File: config.mk
export PLATFORM = sky130hd
export DESIGN_NAME = ray_block_scene_traverser
export DESIGN_NICKNAME = d
export VERILOG_FILES = /design/src/rtl/ray_block_scene_traverser.sv
export SDC_FILE = /design/constraint.sdc
export NUM_CORES = 1
export LEC_CHECK = 0
export CAP_MARGIN = 0
export CORE_ASPECT_RATIO = 1.4
export CORE_MARGIN = 5
export CORE_UTILIZATION = 26
export DETAILED_ROUTE_END_ITERATION = 16
export MAX_ROUTING_LAYER = met4
export PLACE_DENSITY = 0.67
export SYNTH_ARGS = -nofsm -noshare
export SYNTH_HDL_FRONTEND = slang
export SYNTH_SLANG_ARGS = --single-unit
File: constraint.sdc
create_clock -name clk_in -period 7.59 [get_ports clk_in]
set_input_delay 1.8975 -clock clk_in [delete_from_list [all_inputs] [get_ports clk_in]]
set_output_delay 1.8975 -clock clk_in [all_outputs]
set_load 0.05 [all_outputs]
File: src/rtl/ray_block_scene_traverser.sv
// Sequences one ray against every scene block through the intersection unit
// and reduces the returned (hit, t) stream to the nearest non-negative hit.
module ray_block_scene_traverser #(
    parameter int NUM_BLOCKS = 4,
    parameter int IDX_W      = 8
) (
    input  logic             clk_in,
    input  logic             rst_in,
    input  logic [31:0]      ray_x,
    input  logic [31:0]      ray_y,
    input  logic [31:0]      ray_z,
    input  logic             ray_valid,
    output logic             ray_ready,
    output logic [IDX_W-1:0] block_addr,
    input  logic [31:0]      block_pos_x,
    input  logic [31:0]      block_pos_y,
    input  logic [31:0]      block_pos_z,
    output logic [31:0]      isect_ray_x,
    output logic [31:0]      isect_ray_y,
    output logic [31:0]      isect_ray_z,
    output logic [31:0]      isect_block_x,
    output logic [31:0]      isect_block_y,
    output logic [31:0]      isect_block_z,
    output logic             isect_valid,
    input  logic             res_hit,
    input  logic [31:0]      res_t,
    input  logic             res_valid,
    output logic             hit_out,
    output logic [IDX_W-1:0] hit_idx,
    output logic [31:0]      hit_t,
    output logic             result_valid
);

    typedef enum logic [1:0] {
        IDLE  = 2'd0,
        ISSUE = 2'd1,
        DRAIN = 2'd2,
        DONE  = 2'd3
    } state_t;

    localparam logic [IDX_W:0] LAST_CNT = (IDX_W+1)'(NUM_BLOCKS - 1);
    localparam logic [IDX_W:0] CNT_ONE  = (IDX_W+1)'(1);

    state_t           state_r;
    state_t           state_nxt_s;
    logic [31:0]      ray_x_r;
    logic [31:0]      ray_y_r;
    logic [31:0]      ray_z_r;
    logic [IDX_W:0]   issue_cnt_r;
    logic [IDX_W:0]   ret_cnt_r;
    logic             best_valid_r;
    logic [31:0]      best_t_r;
    logic [IDX_W-1:0] best_idx_r;
    logic             isect_valid_r;
    logic             result_valid_r;
    logic             hit_out_r;
    logic [IDX_W-1:0] hit_idx_r;
    logic [31:0]      hit_t_r;

    logic             accept_s;
    logic             ret_s;
    logic             last_ret_s;
    logic             issue_last_s;
    logic             cand_s;
    logic             nxt_best_valid_s;
    logic [31:0]      nxt_best_t_s;
    logic [IDX_W-1:0] nxt_best_idx_s;

    // A hit behind the ray origin (sign bit set) never qualifies; +0.0 does.
    function automatic logic is_candidate(input logic hit, input logic [31:0] t);
        return hit & ~t[31];
    endfunction

    assign ray_ready    = (state_r == IDLE) & ~rst_in;
    assign accept_s     = ray_valid & ray_ready;
    assign ret_s        = res_valid & ((state_r == ISSUE) | (state_r == DRAIN));
    assign last_ret_s   = ret_s & (ret_cnt_r == LAST_CNT);
    assign issue_last_s = (state_r == ISSUE) & (issue_cnt_r == LAST_CNT);

    // State register
    always_ff @(posedge clk_in or posedge rst_in) begin
        if (rst_in) begin
            state_r <= IDLE;
        end else begin
            state_r <= state_nxt_s;
        end
    end

    // Next-state decode
    always_comb begin
        state_nxt_s = state_r;
        case (state_r)
            IDLE: begin
                if (accept_s) state_nxt_s = ISSUE;
                else          state_nxt_s = IDLE;
            end
            ISSUE: begin
                if (issue_last_s) state_nxt_s = DRAIN;
                else              state_nxt_s = ISSUE;
            end
            DRAIN: begin
                if (last_ret_s) state_nxt_s = DONE;
                else            state_nxt_s = DRAIN;
            end
            DONE:    state_nxt_s = IDLE;
            default: state_nxt_s = IDLE;
        endcase
    end

    // Nearest-hit merge; strict less-than keeps the earlier index on ties
    always_comb begin
        nxt_best_valid_s = best_valid_r;
        nxt_best_t_s     = best_t_r;
        nxt_best_idx_s   = best_idx_r;
        cand_s           = ret_s & is_candidate(res_hit, res_t);
        if (cand_s && (!best_valid_r || (res_t < best_t_r))) begin
            nxt_best_valid_s = 1'b1;
            nxt_best_t_s     = res_t;
            nxt_best_idx_s   = ret_cnt_r[IDX_W-1:0];
        end else begin
            nxt_best_valid_s = best_valid_r;
            nxt_best_t_s     = best_t_r;
            nxt_best_idx_s   = best_idx_r;
        end
    end

    // Ray latch, issue/return counters and running best
    always_ff @(posedge clk_in or posedge rst_in) begin
        if (rst_in) begin
            ray_x_r      <= 32'd0;
            ray_y_r      <= 32'd0;
            ray_z_r      <= 32'd0;
            issue_cnt_r  <= '0;
            ret_cnt_r    <= '0;
            best_valid_r <= 1'b0;
            best_t_r     <= 32'd0;
            best_idx_r   <= '0;
        end else if (accept_s) begin
            ray_x_r      <= ray_x;
            ray_y_r      <= ray_y;
            ray_z_r      <= ray_z;
            issue_cnt_r  <= '0;
            ret_cnt_r    <= '0;
            best_valid_r <= 1'b0;
            best_t_r     <= 32'd0;
            best_idx_r   <= '0;
        end else begin
            // Address holds on the last block so block_addr never wraps
            if (state_r == ISSUE && !issue_last_s) begin
                issue_cnt_r <= issue_cnt_r + CNT_ONE;
            end
            if (ret_s) begin
                ret_cnt_r    <= ret_cnt_r + CNT_ONE;
                best_valid_r <= nxt_best_valid_s;
                best_t_r     <= nxt_best_t_s;
                best_idx_r   <= nxt_best_idx_s;
            end
        end
    end

    // Issue strobe and final result registers
    always_ff @(posedge clk_in or posedge rst_in) begin
        if (rst_in) begin
            isect_valid_r  <= 1'b0;
            result_valid_r <= 1'b0;
            hit_out_r      <= 1'b0;
            hit_idx_r      <= '0;
            hit_t_r        <= 32'd0;
        end else begin
            isect_valid_r  <= (state_r == ISSUE);
            result_valid_r <= last_ret_s;
            if (last_ret_s) begin
                hit_out_r <= nxt_best_valid_s;
                hit_idx_r <= nxt_best_valid_s ? nxt_best_idx_s : '0;
                hit_t_r   <= nxt_best_valid_s ? nxt_best_t_s : 32'd0;
            end
        end
    end

    assign block_addr    = issue_cnt_r[IDX_W-1:0];
    assign isect_valid   = isect_valid_r;
    // Memory data arrives the cycle after its address, aligned with the strobe
    assign isect_ray_x   = isect_valid_r ? ray_x_r : 32'd0;
    assign isect_ray_y   = isect_valid_r ? ray_y_r : 32'd0;
    assign isect_ray_z   = isect_valid_r ? ray_z_r : 32'd0;
    assign isect_block_x = isect_valid_r ? block_pos_x : 32'd0;
    assign isect_block_y = isect_valid_r ? block_pos_y : 32'd0;
    assign isect_block_z = isect_valid_r ? block_pos_z : 32'd0;
    assign hit_out       = hit_out_r;
    assign hit_idx       = hit_idx_r;
    assign hit_t         = hit_t_r;
    assign result_valid  = result_valid_r;

endmodule

==> results of run 1 <==
[state kept, by name, summed over array words and instances, names as in the netlist, named ones only]
| name | cells |
|---|---|
| ret_cnt_r | 9 |
| issue_cnt_r | 9 |
| hit_out | 1 |
| state_r | 1 |
| best_idx_r | 8 |
| result_valid | 1 |
| ray_x_r | 32 |
| best_t_r | 32 |
| ray_y_r | 32 |
| hit_t | 32 |
| isect_valid | 1 |
| ray_z_r | 32 |
| best_valid_r | 1 |
| hit_idx | 8 |
[cells by family (layout without fill, tap and decap cells)]
logic type                 count (synthesis)  in the layout  share of synthesized area
other                                      0              8                          0
and+or+nand+nor                          417            417                      0.215
AOI/OAI and AO/OA                        153            153                      0.101
muxes                                     98             98                      0.102
DFF                                      200            200                      0.466
xor gates and xnor gates                  14             14                     0.0114
buffers and inverters                    124            552                     0.0617
adders and majority gates                 37             37                     0.0431
[layer usage]
| metal | vias to the layer above | part of all wire | track usage |
|---|---|---|---|
| met1 | 4459 | 0.43 | 0.200 |
| met5 | - | 0 | - |
| met4 | 0 | 0.019 | 0.0562 |
| li1 | 4404 | - | - |
| met3 | 32 | 0.077 | 0.0450 |
| met2 | 317 | 0.48 | 0.253 |
[metrics by stage]
step           total power [µW]  setup WS, ns  area [µm²]  hold slack (ns)   util
2_1_floorplan              3940         0.238       10700            0.472      -
3_3_place_gp               5050          2.08       15800            0.463  0.384
3_5_place_dp               5100          2.11       15800            0.473  0.384
4_1_cts                    6090          2.11       16400            0.495  0.399
5_1_grt                    6320          2.12       16400            0.514  0.399
6_report                   6010          2.17       16400            0.488  0.399
[layout make-up]
cell class / count / share of cell area
Antenna cell: 8 / 0.00122
Tap cell: 540 / 0.0412
Clock inverter: 11 / 0.00824
Multi-Input combinational cell: 719 / 0.311
Sequential cell: 200 / 0.305
Inverter: 36 / 0.00870
Clock buffer: 21 / 0.0287
Timing Repair Buffer: 484 / 0.295
[power breakdown]
group	switching [µW]	total [µW]	internal (µW)
registers	250	1670	1420
clock network	444	964	519
logic	2110	3370	1260
total	2810	6010	3210
[critical path, delay by kind of cell]
family        cells  cell delay (ns)
simple gates      1             0.25
buf+inv           2             1.38
[cell usage in the layout (no fill, tap or decap), types with 3 or more instances in the layout]
| master | instances |
|---|---|
| a21o_1 | 6 |
| a21oi_1 | 49 |
| a31o_2 | 3 |
| a32o_1 | 3 |
| and2_1 | 197 |
| and3_1 | 3 |
| buf_4 | 10 |
| clkbuf_16 | 17 |
| clkbuf_8 | 3 |
| clkdlybuf4s50_1 | 472 |
| dfrtp_1 | 199 |
| diode_2 | 8 |
| ha_1 | 37 |
| inv_1 | 35 |
| inv_6 | 3 |
| mux2_2 | 96 |
| nand2_1 | 82 |
| nand3_1 | 47 |
| nand4_1 | 42 |
| nor2_1 | 25 |
| nor4_1 | 4 |
| o211ai_1 | 4 |
| o211ai_2 | 29 |
| o21ai_0 | 39 |
| o21ai_1 | 6 |
| xnor2_1 | 3 |
| xor2_1 | 11 |
[path summary, 6_finish.rpt]
check	startpoint	endpoint	slack, ns	cells past startpoint
max in group asynchronous	rst_in	hit_t[9]	4.44	3
min reg2reg	hit_t[10]	hit_t[10]	0.49	2
min	hit_t[10]	hit_t[10]	0.49	2
max reg2reg	state_r[0]	best_t_r[6]	4.24	9
max	rst_in	ray_ready	2.17	3
min in group asynchronous	rst_in	best_t_r[27]	1.93	2
==> results.txt, run 1 <==
The run finished with clean final reports. The count of different cell masters after synthesis came out at 54. In the routed design, unresolved DRC markers number 0.

Ranked by total cell area, the synthesized netlist is headed by dfrtp_1 47%, and2_1 12%, mux2_2 10%, ha_1 4.3%, o211ai_2 3.4%. The placement row count is 88. Critical path class: input pin to output pin. By count the netlist is led by 200 x dfrtp_1, 198 x and2_1, 96 x mux2_2. The clock input transition at the sequential cells of the worst setup and hold paths is 0.08 ns. The core region is 41100 µm². The total overflow left after global routing is 0.

The number of setup buffers added after CTS is 0. The max-slew headroom at the worst pin was 0.370; the maximum root-to-sink buffer count was 2. The clock insertion delay at the later pin of the skew report is 0.45 ns, and the worst-margin pin slew is 0.945 ns.

For the first-pass GRT wire length, the log shows 56.7 mm. The pre-antenna-repair detailed-routing pass consisted of 4 iterations. TritonCTS built the clock tree. Setup violations remaining at the end of the flow were counted as 0. The worst-case clock skew is 0.0164 ns, and the floorplan die width is 182 µm.

The count of buffers added on input and output ports is 472. Cell taking the most area after synthesis: dfrtp_1. The total number of clock tree sinks is 200. The number of nets with antenna violations after routing is 0. The element type at the critical path end is an output pin. The die covers 45600 µm². The logs give 9336 for the via count of the first global-routing pass and 0 for the number of gates resized after cts.

From bottom edge to top edge, the die measures 251 µm. The count of flip-flops with a built-in enable after synthesis is 0. The tools report the final net count as 1724. During synthesis, Yosys emitted a total of 0 warnings. Setup TNS: 0 ns. The final critical-path share of the clock period is 0.714, and the area taken by flip-flops and latches is 5010 µm².

In the final routed layout, each cell accounts on average for 18.3 µm. Max-cap violations in this run came to 0. Dividing total power by cell area gives a power density of 367 nW/µm². Counting flops and latches in the post-synthesis netlist gives 200. Leakage power figure: 0.00663 µW.

The number of top-level pins is 473, and the net count of the mapped netlist is 1309. Based on the critical path, the design can be clocked at up to 0.184 GHz. The initial standard-cell utilization of the core came out at 0.262. STA classifies the critical path startpoint as an input pin.

Synthesis produced 1043 cells. The finished layout holds 2019 standard cells, fillers aside. After synthesis the cells add up to 10700 µm². The fraction of final layout cells sized beyond drive strength 1 is 0.124, and the footprint of the multi-input gates is 5110 µm². Traced cell by cell, the critical path runs through clkdlybuf4s50_1, nor2b_1, clkdlybuf4s50_1. The logs give 3.52 ns for the data arrival time at the worst-slack endpoint and 0.240 mV for the maximum vdd ir drop. The most instantiated library cell after synthesis was dfrtp_1. The fraction of registers with async set or reset after synthesis works out to 1.00.

CTS placed an instance of clkbuf_16 at the clock tree root. Share of the synthesized area in the top cell type: 0.466. The class of the worst hold path is register to register. The total count of max-transition violations in the final report was 0. For this run, the leading register cell type out of synthesis is dfrtp_1.

Initial antenna violation count: 8. Total global routing track utilization: 0.161. The total number of vias came out at 9212. The wire-length estimate of the detail-placed layout is 27.5 mm. Data on the critical path is required at its endpoint by 5.69 ns.

The post-detailed-routing wire length is 37.0 mm, and the synthesis-to-layout area growth is 52.6%. The via density per instance was 4.56. The run gives 1979 as the cell count after placement.

For the finished layout, the period the worst path requires is 5.42 ns. The largest single stage delay on the critical path is 0.86 ns. Number of hold violations in the final report: 0.

The share of the yosys chip area belonging to registers came out at 0.466. The worst-path maximum fanout was 2. Among the stages of the critical path, the cell type that occurs most often is clkdlybuf4s50_1. Setup repair after global routing left no endpoint under its margin.

The number of clock buffers added by TritonCTS is 17. The filler cells instantiated in the layout total 3969. The mean instance size in the synthesized netlist is 10.3 µm².

Largest net degree at the start of global routing: 100. Routability-driven placement finished with a final weighted congestion of 1.02. The H-tree was split into 4 levels. The iteration-0 DRC count of the detailed router is 382.

In this run, post-CTS hold repair placed 0 buffers. For this design, the slowest cell found on the critical path is clkdlybuf4s50_1.
(Power assumes the default switching activity.)
==> run 2: changes to the inputs <==
==> constraint.sdc (replaced) <==
create_clock -name clk_in -period 4.9 [get_ports clk_in]
set_input_delay 1.225 -clock clk_in [delete_from_list [all_inputs] [get_ports clk_in]]
set_output_delay 1.225 -clock clk_in [all_outputs]
set_load 0.05 [all_outputs]
==> run 2 against run 1 <==
First-iteration DRC count grew 4.5%. Sequential share of layout area down 0.12 points. Core utilization grew 0.15 points. Global-route usage increased by 0.64 points. Critical path depth is the same. Cell count grew 0.35%. Routed wire length is 3.6% higher. Cell area rose by 0.38%. Clock skew is 0.0018 ns lower. Sequential power up 54%. Critical path type unchanged.
==> results.txt, run 2 (synthesized netlist as in run 1, its figures left out) <==
The run finished with clean final reports. The logs give 0.420 (+0.0499) for the max-slew headroom at the worst pin and 0 (unchanged) for the total of endpoints with negative setup slack in the final report. For the iteration-0 DRC count of the detailed router, the log shows 399 (+4.5%).

The worst-path maximum fanout came out at 2 (unchanged). The placement row count is 88 (unchanged), and the number of nets with antenna violations after routing is 0 (unchanged). The total count of max-transition violations in the final report was 0 (unchanged); the delay of the slowest cell on the worst path was 0.91 ns (+0.05 ns).

The via count of the first global-routing pass came out at 9566 (+2.5%). The highest attainable clock frequency came out at 0.245 GHz. The root buffer cell is clkbuf_16. For the post-placement cell area, the log shows 15900 µm² (+0.61%).

The tools report the number of hold violations in the final report as 0 (unchanged). Post-detailed-routing wire length: 38.3 mm (+3.6%). The tools report the remaining design rule violation count as 0 (unchanged). Number of top-level pins: 473 (unchanged). The die area was 45600 µm² (unchanged).

In this run the worst setup path begins at rst_in. The logs give 0.306 mV (+28%) for the maximum vdd ir drop and 0 (unchanged) for the number of violations of the max-capacitance limit. The initial antenna violation count is 11 (+3), and the worst hold slack across all endpoints is 0.488 ns (-0.000642 ns). Setup repair after global routing left no endpoint under its margin.

The height of the chip was 251 µm (unchanged); the final net count was 1729 (+0.29%). The placement-stage worst setup slack came out at 0.639 ns (-1.47 ns). The smallest clock period supported by the final layout is computed as 4.07 ns. The run gives 0 (unchanged) as the number of gates resized after cts. The class of the worst hold path is register to register. The post-CTS setup repair buffer count is 0 (unchanged), and the total number of vias is 9342 (+1.4%). The total overflow reported by the global router came out at 0 (unchanged). The clock input transition at the sequential cells of the worst setup and hold paths was 0.07 ns (about the same); the worst-case clock skew was 0.0146 ns (-0.00185 ns).

The floorplan die width works out to 182 µm (unchanged). The worst-margin pin slew is 0.871 ns (-0.0748 ns), and the required time at the endpoint of the critical path is 3.67 ns (-2.02 ns). The clock insertion delay at the later pin of the skew report was 0.45 ns (about the same). The library cell used most frequently in the layout, excluding fill and tap cells, is clkdlybuf4s50_1.

The post-route cell area was 16500 µm² (+0.38%). Wire length per cell after detailed routing: 18.9 µm (+3.2%). The first-pass GRT wire length came out at 58.5 mm (+3.1%).

The leakage power figure was 0.00664 µW (+0.26%); the total power per unit cell area was 563 nW/µm² (+53%). The final critical-path share of the clock period was 0.832. TritonCTS built the clock tree. Start point of the worst hold path: hit_idx[0]. Via density per instance: 4.61 (+1.1%).

For the area of the core, the log shows 41100 µm² (unchanged). The number of buffers inserted for hold repair after clock tree synthesis came out at 0 (unchanged). The fraction of final layout cells sized beyond drive strength 1 was 0.127 (+0.00305); the data arrival time at the worst-slack endpoint was 2.85 ns (-0.67 ns).

The number of buffers added on ports is 472 (unchanged), and the synthesis-to-layout area growth is 53.1%. Critical-path cell with the highest stage delay: clkdlybuf4s50_1. The HPWL after detailed placement was 28.7 mm (+4.3%). The library cells used most frequently in the layout, excluding fill and tap cells, are 472 x clkdlybuf4s50_1, 199 x dfrtp_1, 197 x and2_1, 96 x mux2_2, 82 x nand2_1.

The logs give 5010 µm² (unchanged) for the area taken by flip-flops and latches and 0.900 (-11%) for the final estimated routing congestion in global placement. By startpoint and endpoint, the worst setup path is classified as input pin to output pin. For the setup TNS, the log shows 0 ns (unchanged). Element type at the critical path end: an output pin.

The largest net degree at the start of global routing is 102 (+2.0%). Walking the worst path, the cells encountered are clkdlybuf4s50_1, nor2b_1, clkdlybuf4s50_1. The startpoint of the worst-slack reg-to-reg timing path is best_t_r[5].

The maximum root-to-sink buffer count is 2 (unchanged), and the total global routing track utilization is 0.168 (+0.00635). The tools report the initial standard-cell utilization of the core as 0.262 (unchanged). The cell with the most instances on the worst path was clkdlybuf4s50_1. The logs give 0.825 ns (-1.34 ns) for the worst setup margin and 200 (unchanged) for the total number of clock tree sinks. The number of buffers added by the clock tree synthesis step was 17 (unchanged); the core occupancy in the finished layout was 0.401 (+0.00152).

The run gives 5110 µm² (unchanged) as the footprint of the multi-input gates. The count of H-tree levels built during CTS was 4 (unchanged). The critical path launch point type was an input pin.

The fill cell total of the finished layout was 3998 (+0.73%). The detailed-routing iteration count for the pre-antenna-repair pass is 6 (+2).
## run 2: path summary, 6_finish.rpt
kind	end	slack, ns	cells after the start
hold / removal	hit_idx[0]	0.49	2
max in group asynchronous	best_t_r[17]	2.86	3
hold reg to reg	hit_idx[0]	0.49	2
min in group asynchronous	ray_z_r[26]	1.06	2
setup reg to reg	best_t_r[6]	1.93	9
setup / recovery	ray_ready	0.83	3
## run 2: metrics by stage
step | power (µW) | cells
after detailed placement | 7960 | 1984
after global routing | 9760 | 2026
after CTS | 9400 | 2015
after global placement | 7870 | 1984
after floorplan | 6100 | 1043
final | 9260 | 2026
## run 2: cell type report
| cell class | instances | area share |
|---|---|---|
| Inverter | 36 | 0.00844 |
| Multi-Input combinational cell | 719 | 0.310 |
| Tap cell | 540 | 0.0410 |
| Sequential cell | 200 | 0.304 |
| Clock buffer | 19 | 0.0275 |
| Timing Repair Buffer | 489 | 0.300 |
| Clock inverter | 12 | 0.00676 |
| Antenna cell | 11 | 0.00167 |
## run 2: power breakdown
| group | internal (µW) | leakage, µW | switching [µW] |
|---|---|---|---|
| Combinational | 1980 | 0.00381 | 3310 |
| Sequential | 2200 | 0.00256 | 381 |
| Clock | 694 | 0.000276 | 698 |
| Total | 4870 | 0.00664 | 4390 |
## run 2: routing by layer
metal	vias to the layer above	part of all wire	GRT usage
li1	4424	-	-
met1	4527	0.41	0.205
met2	356	0.48	0.268
met3	35	0.088	0.0532
met4	0	0.019	0.0474
met5	-	0	-
## run 2: critical path, delay by kind of cell
family	cells	cell delay [ns]
simple gates	1	0.24
buf+inv	2	1.38
==> run 3: changes to the inputs <==
--- a/config.mk
+++ b/config.mk
@@ -11,7 +11,7 @@
 export CORE_UTILIZATION = 26
 export DETAILED_ROUTE_END_ITERATION = 16
 export MAX_ROUTING_LAYER = met4
-export PLACE_DENSITY = 0.67
+export PLACE_DENSITY = 0.65
 export SYNTH_ARGS = -nofsm -noshare
 export SYNTH_HDL_FRONTEND = slang
 export SYNTH_SLANG_ARGS = --single-unit
==> constraint.sdc (replaced) <==
create_clock -name clk_in -period 4 [get_ports clk_in]
set_input_delay 1 -clock clk_in [delete_from_list [all_inputs] [get_ports clk_in]]
set_output_delay 1 -clock clk_in [all_outputs]
set_load 0.05 [all_outputs]
==> run 3 against run 2 <==
Routed wire length down 0.80%. Sequential share of layout area down 0.15 points. Combinational power rose by 24%. Clock power is 21% higher. Sequential power is 21% higher. Highest routed layer unchanged. Register-to-register slack worse by 0.66 ns. Die area stayed put. Critical path depth is the same. Clock-buffer cell count shrank 1. First-iteration DRC count rose by 30%. Hold slack improved by 0.0074 ns. Via count fell by 0.30%.
==> results.txt, run 3 (synthesized netlist as in run 1, its figures left out) <==
The run finished with clean final reports. The tools report the number of nets with antenna violations after routing as 0 (unchanged). The startpoint identified for the worst hold timing path is hit_t[19]. For the via count of the first global-routing pass, the log shows 9784 (+2.3%). The leakage power figure came out at 0.00670 µW (+0.86%).

The tools report the fill cell total of the finished layout as 3987 (-0.28%). The library cell used most frequently in the layout, excluding fill and tap cells, is clkdlybuf4s50_1. The cell count after placement is 1994 (+0.50%), and the total number of clock tree sinks is 200 (unchanged). The post-detailed-routing wire length is 38.0 mm (-0.80%), and the clock input transition at the sequential cells of the worst setup and hold paths is 0.07 ns (about the same). The launching element of the worst setup path is isect_valid.

The total of endpoints with negative setup slack in the final report was 0 (unchanged); the total number of vias was 9314 (-0.30%). For the data arrival time at the worst-slack endpoint, the log shows 2.60 ns (-0.25 ns). Setup repair after global routing left no endpoint under its margin.

The HPWL after detailed placement was 29.2 mm (+1.9%). In the layout the commonest cells are 469 x clkdlybuf4s50_1, 199 x dfrtp_1, 197 x and2_1, 96 x mux2_2, 82 x nand2_1. The floorplan die width is 182 µm (unchanged), and the iteration-0 DRC count of the detailed router is 520 (+30%). The area growth from synthesis to layout is 53.9%. The highest attainable clock frequency is 0.278 GHz, and the final cell count without fillers is 2028 (+0.099%). The worst-margin pin slew was 0.691 ns (-0.180 ns). The tools report the total count of max-transition violations in the final report as 0 (unchanged). The global routing stage identified its most utilized layer as met2.

The critical path goes through buf_12, and2_1, clkdlybuf4s50_1. The number of hold violations in the final report is 0 (unchanged). The tools report the element type at the critical path end as an output pin. The number of violations of the max-capacitance limit came out at 0 (unchanged). The critical path class is register to output pin. The tools report the setup TNS as 0 ns (unchanged). The first-pass GRT wire length is 58.8 mm (+0.51%), and the required time at the endpoint of the critical path is 3.00 ns (-0.67 ns).

Among cell families on the critical path, the largest total delay comes from buffers and inverters. The logs give 0 (unchanged) for the remaining design rule violation count and 88 (unchanged) for the placement row count. Class of the worst hold path: register to register. The number of buffers and inverters on the critical path works out to 2 (unchanged). The largest net degree at the start of global routing was 86 (-16%).

The number of buffers inserted for hold repair after clock tree synthesis was 0 (unchanged). The total power per unit cell area came out at 686 nW/µm² (+22%). The setup slack of the most critical reg-to-reg path came out at 1.27 ns (-0.66 ns). The number of gates resized after cts was 0 (unchanged).

The height of the chip came out at 251 µm (unchanged). The global routing met2 resource utilization was 0.268 (about the same). The delay of the slowest cell on the worst path came out at 0.84 ns (-0.07 ns). Worst-case clock skew: 0.0170 ns (+0.00243 ns).

Fraction of final layout cells sized beyond drive strength 1: 0.135 (+0.00790). The run gives 16000 µm² (+0.74%) as the post-placement cell area. Wire length per cell after detailed routing: 18.7 µm (-0.90%). The startpoint identified for the worst register-to-register timing path is best_t_r[15]. The total global routing track utilization came out at 0.167 (-0.000418). The logs give 41100 µm² (unchanged) for the area of the core and 0.206 (+0.00101) for the met1 global-route usage. The tools report the detailed-routing iteration count for the pre-antenna-repair pass as 5 (-1).

The post-CTS setup repair buffer count came out at 0 (unchanged). The via density per instance was 4.59 (-0.40%). The die area was 45600 µm² (unchanged); the number of buffers added on ports was 472 (unchanged).

TritonCTS built the clock tree. The final total power is 11400 µW (+23%), and the final estimated routing congestion in global placement is 0.975 (+8.3%). The core occupancy in the finished layout was 0.403 (+0.00201); the number of buffers added by the clock tree synthesis step was 17 (unchanged). The maximum root-to-sink buffer count is 2 (unchanged).

Root buffer cell: clkbuf_16. On the critical path, the stage with the largest delay is an instance of clkdlybuf4s50_1. The maximum vdd ir drop was 0.382 mV (+25%); the number of top-level pins was 473 (unchanged).

For the global-route track usage on met3, the log shows 0.0450 (-0.00813). The tools report the post-route cell area as 16500 µm² (+0.50%). The total overflow reported by the global router came out at 0 (unchanged). The worst-path maximum fanout was 85 (+83). The clock insertion delay at the later pin of the skew report was 0.45 ns (about the same); the count of H-tree levels built during CTS was 4 (unchanged). The logs give 0.262 (unchanged) for the initial standard-cell utilization of the core and 3 (-8) for the initial antenna violation count. The final critical-path share of the clock period was 0.899.

The critical path launch point type is a register. The final net count was 1739 (+0.58%). The shortest clock period the worst path allows after layout was 3.60 ns.

The max-slew headroom at the worst pin was 0.538 (+0.119).
[run 3: changes by cell type in the layout (fill, tap and decap cells not counted), sizes merged]
cell and change:
buf +13, diode -8, clkdlybuf4s50 -3, clkinv -3
clkinvlp +2, inv +2, clkbuf -1
[run 3: worst paths after layout]
kind                                      to  cells after the start
max                        isect_block_z[21]                      3
min                                hit_t[19]                      2
max reg2reg                        hit_t[13]                      9
min reg2reg                        hit_t[19]                      2
max in group asynchronous      best_idx_r[2]                      3
min in group asynchronous        ray_x_r[27]                      2
[run 3: final cells by class]
cell class                      count  area, µm²  area share
Multi-Input combinational cell    719       5110       0.309
Timing Repair Buffer              499       5060       0.306
Sequential cell                   200       5010       0.303
Tap cell                          540        676      0.0408
Clock buffer                       18        439      0.0265
Inverter                           36        139     0.00840
Clock inverter                     13        110     0.00666
Antenna cell                        3       7.51    0.000454
[run 3: report_power, final]
| group | internal, µW | leakage (µW) | switching (µW) | total [µW] |
|---|---|---|---|---|
| Combinational | 2450 | 0.00388 | 4090 | 6540 |
| Clock | 830 | 0.000265 | 846 | 1680 |
| Sequential | 2700 | 0.00256 | 433 | 3130 |
| Total | 5980 | 0.00670 | 5370 | 11400 |
[run 3: worst register-to-register path: stages (launching register included)]
cell and delay, ns:
dfrtp_1 0.38, inv_1 0.05, ha_1 0.30, nand4_1 0.14
or4_1 0.57, nor4_2 0.35, o31a_4 0.35, nor2_4 0.08
buf_4 0.22, o211ai_2 0.20
[run 3: stage by stage]
step	hold slack [ns]	worst slack [ns]
after floorplan	0.472	0.412
after global placement	0.467	0.260
after detailed placement	0.469	0.183
after CTS	0.490	0.311
after global routing	0.517	0.244
final	0.495	0.403
[run 3: routing by layer]
layer,wire length [µm],part of all wire
met5,0,0
met4,929,0.024
met3,2780,0.073
met2,18300,0.48
met1,16000,0.42
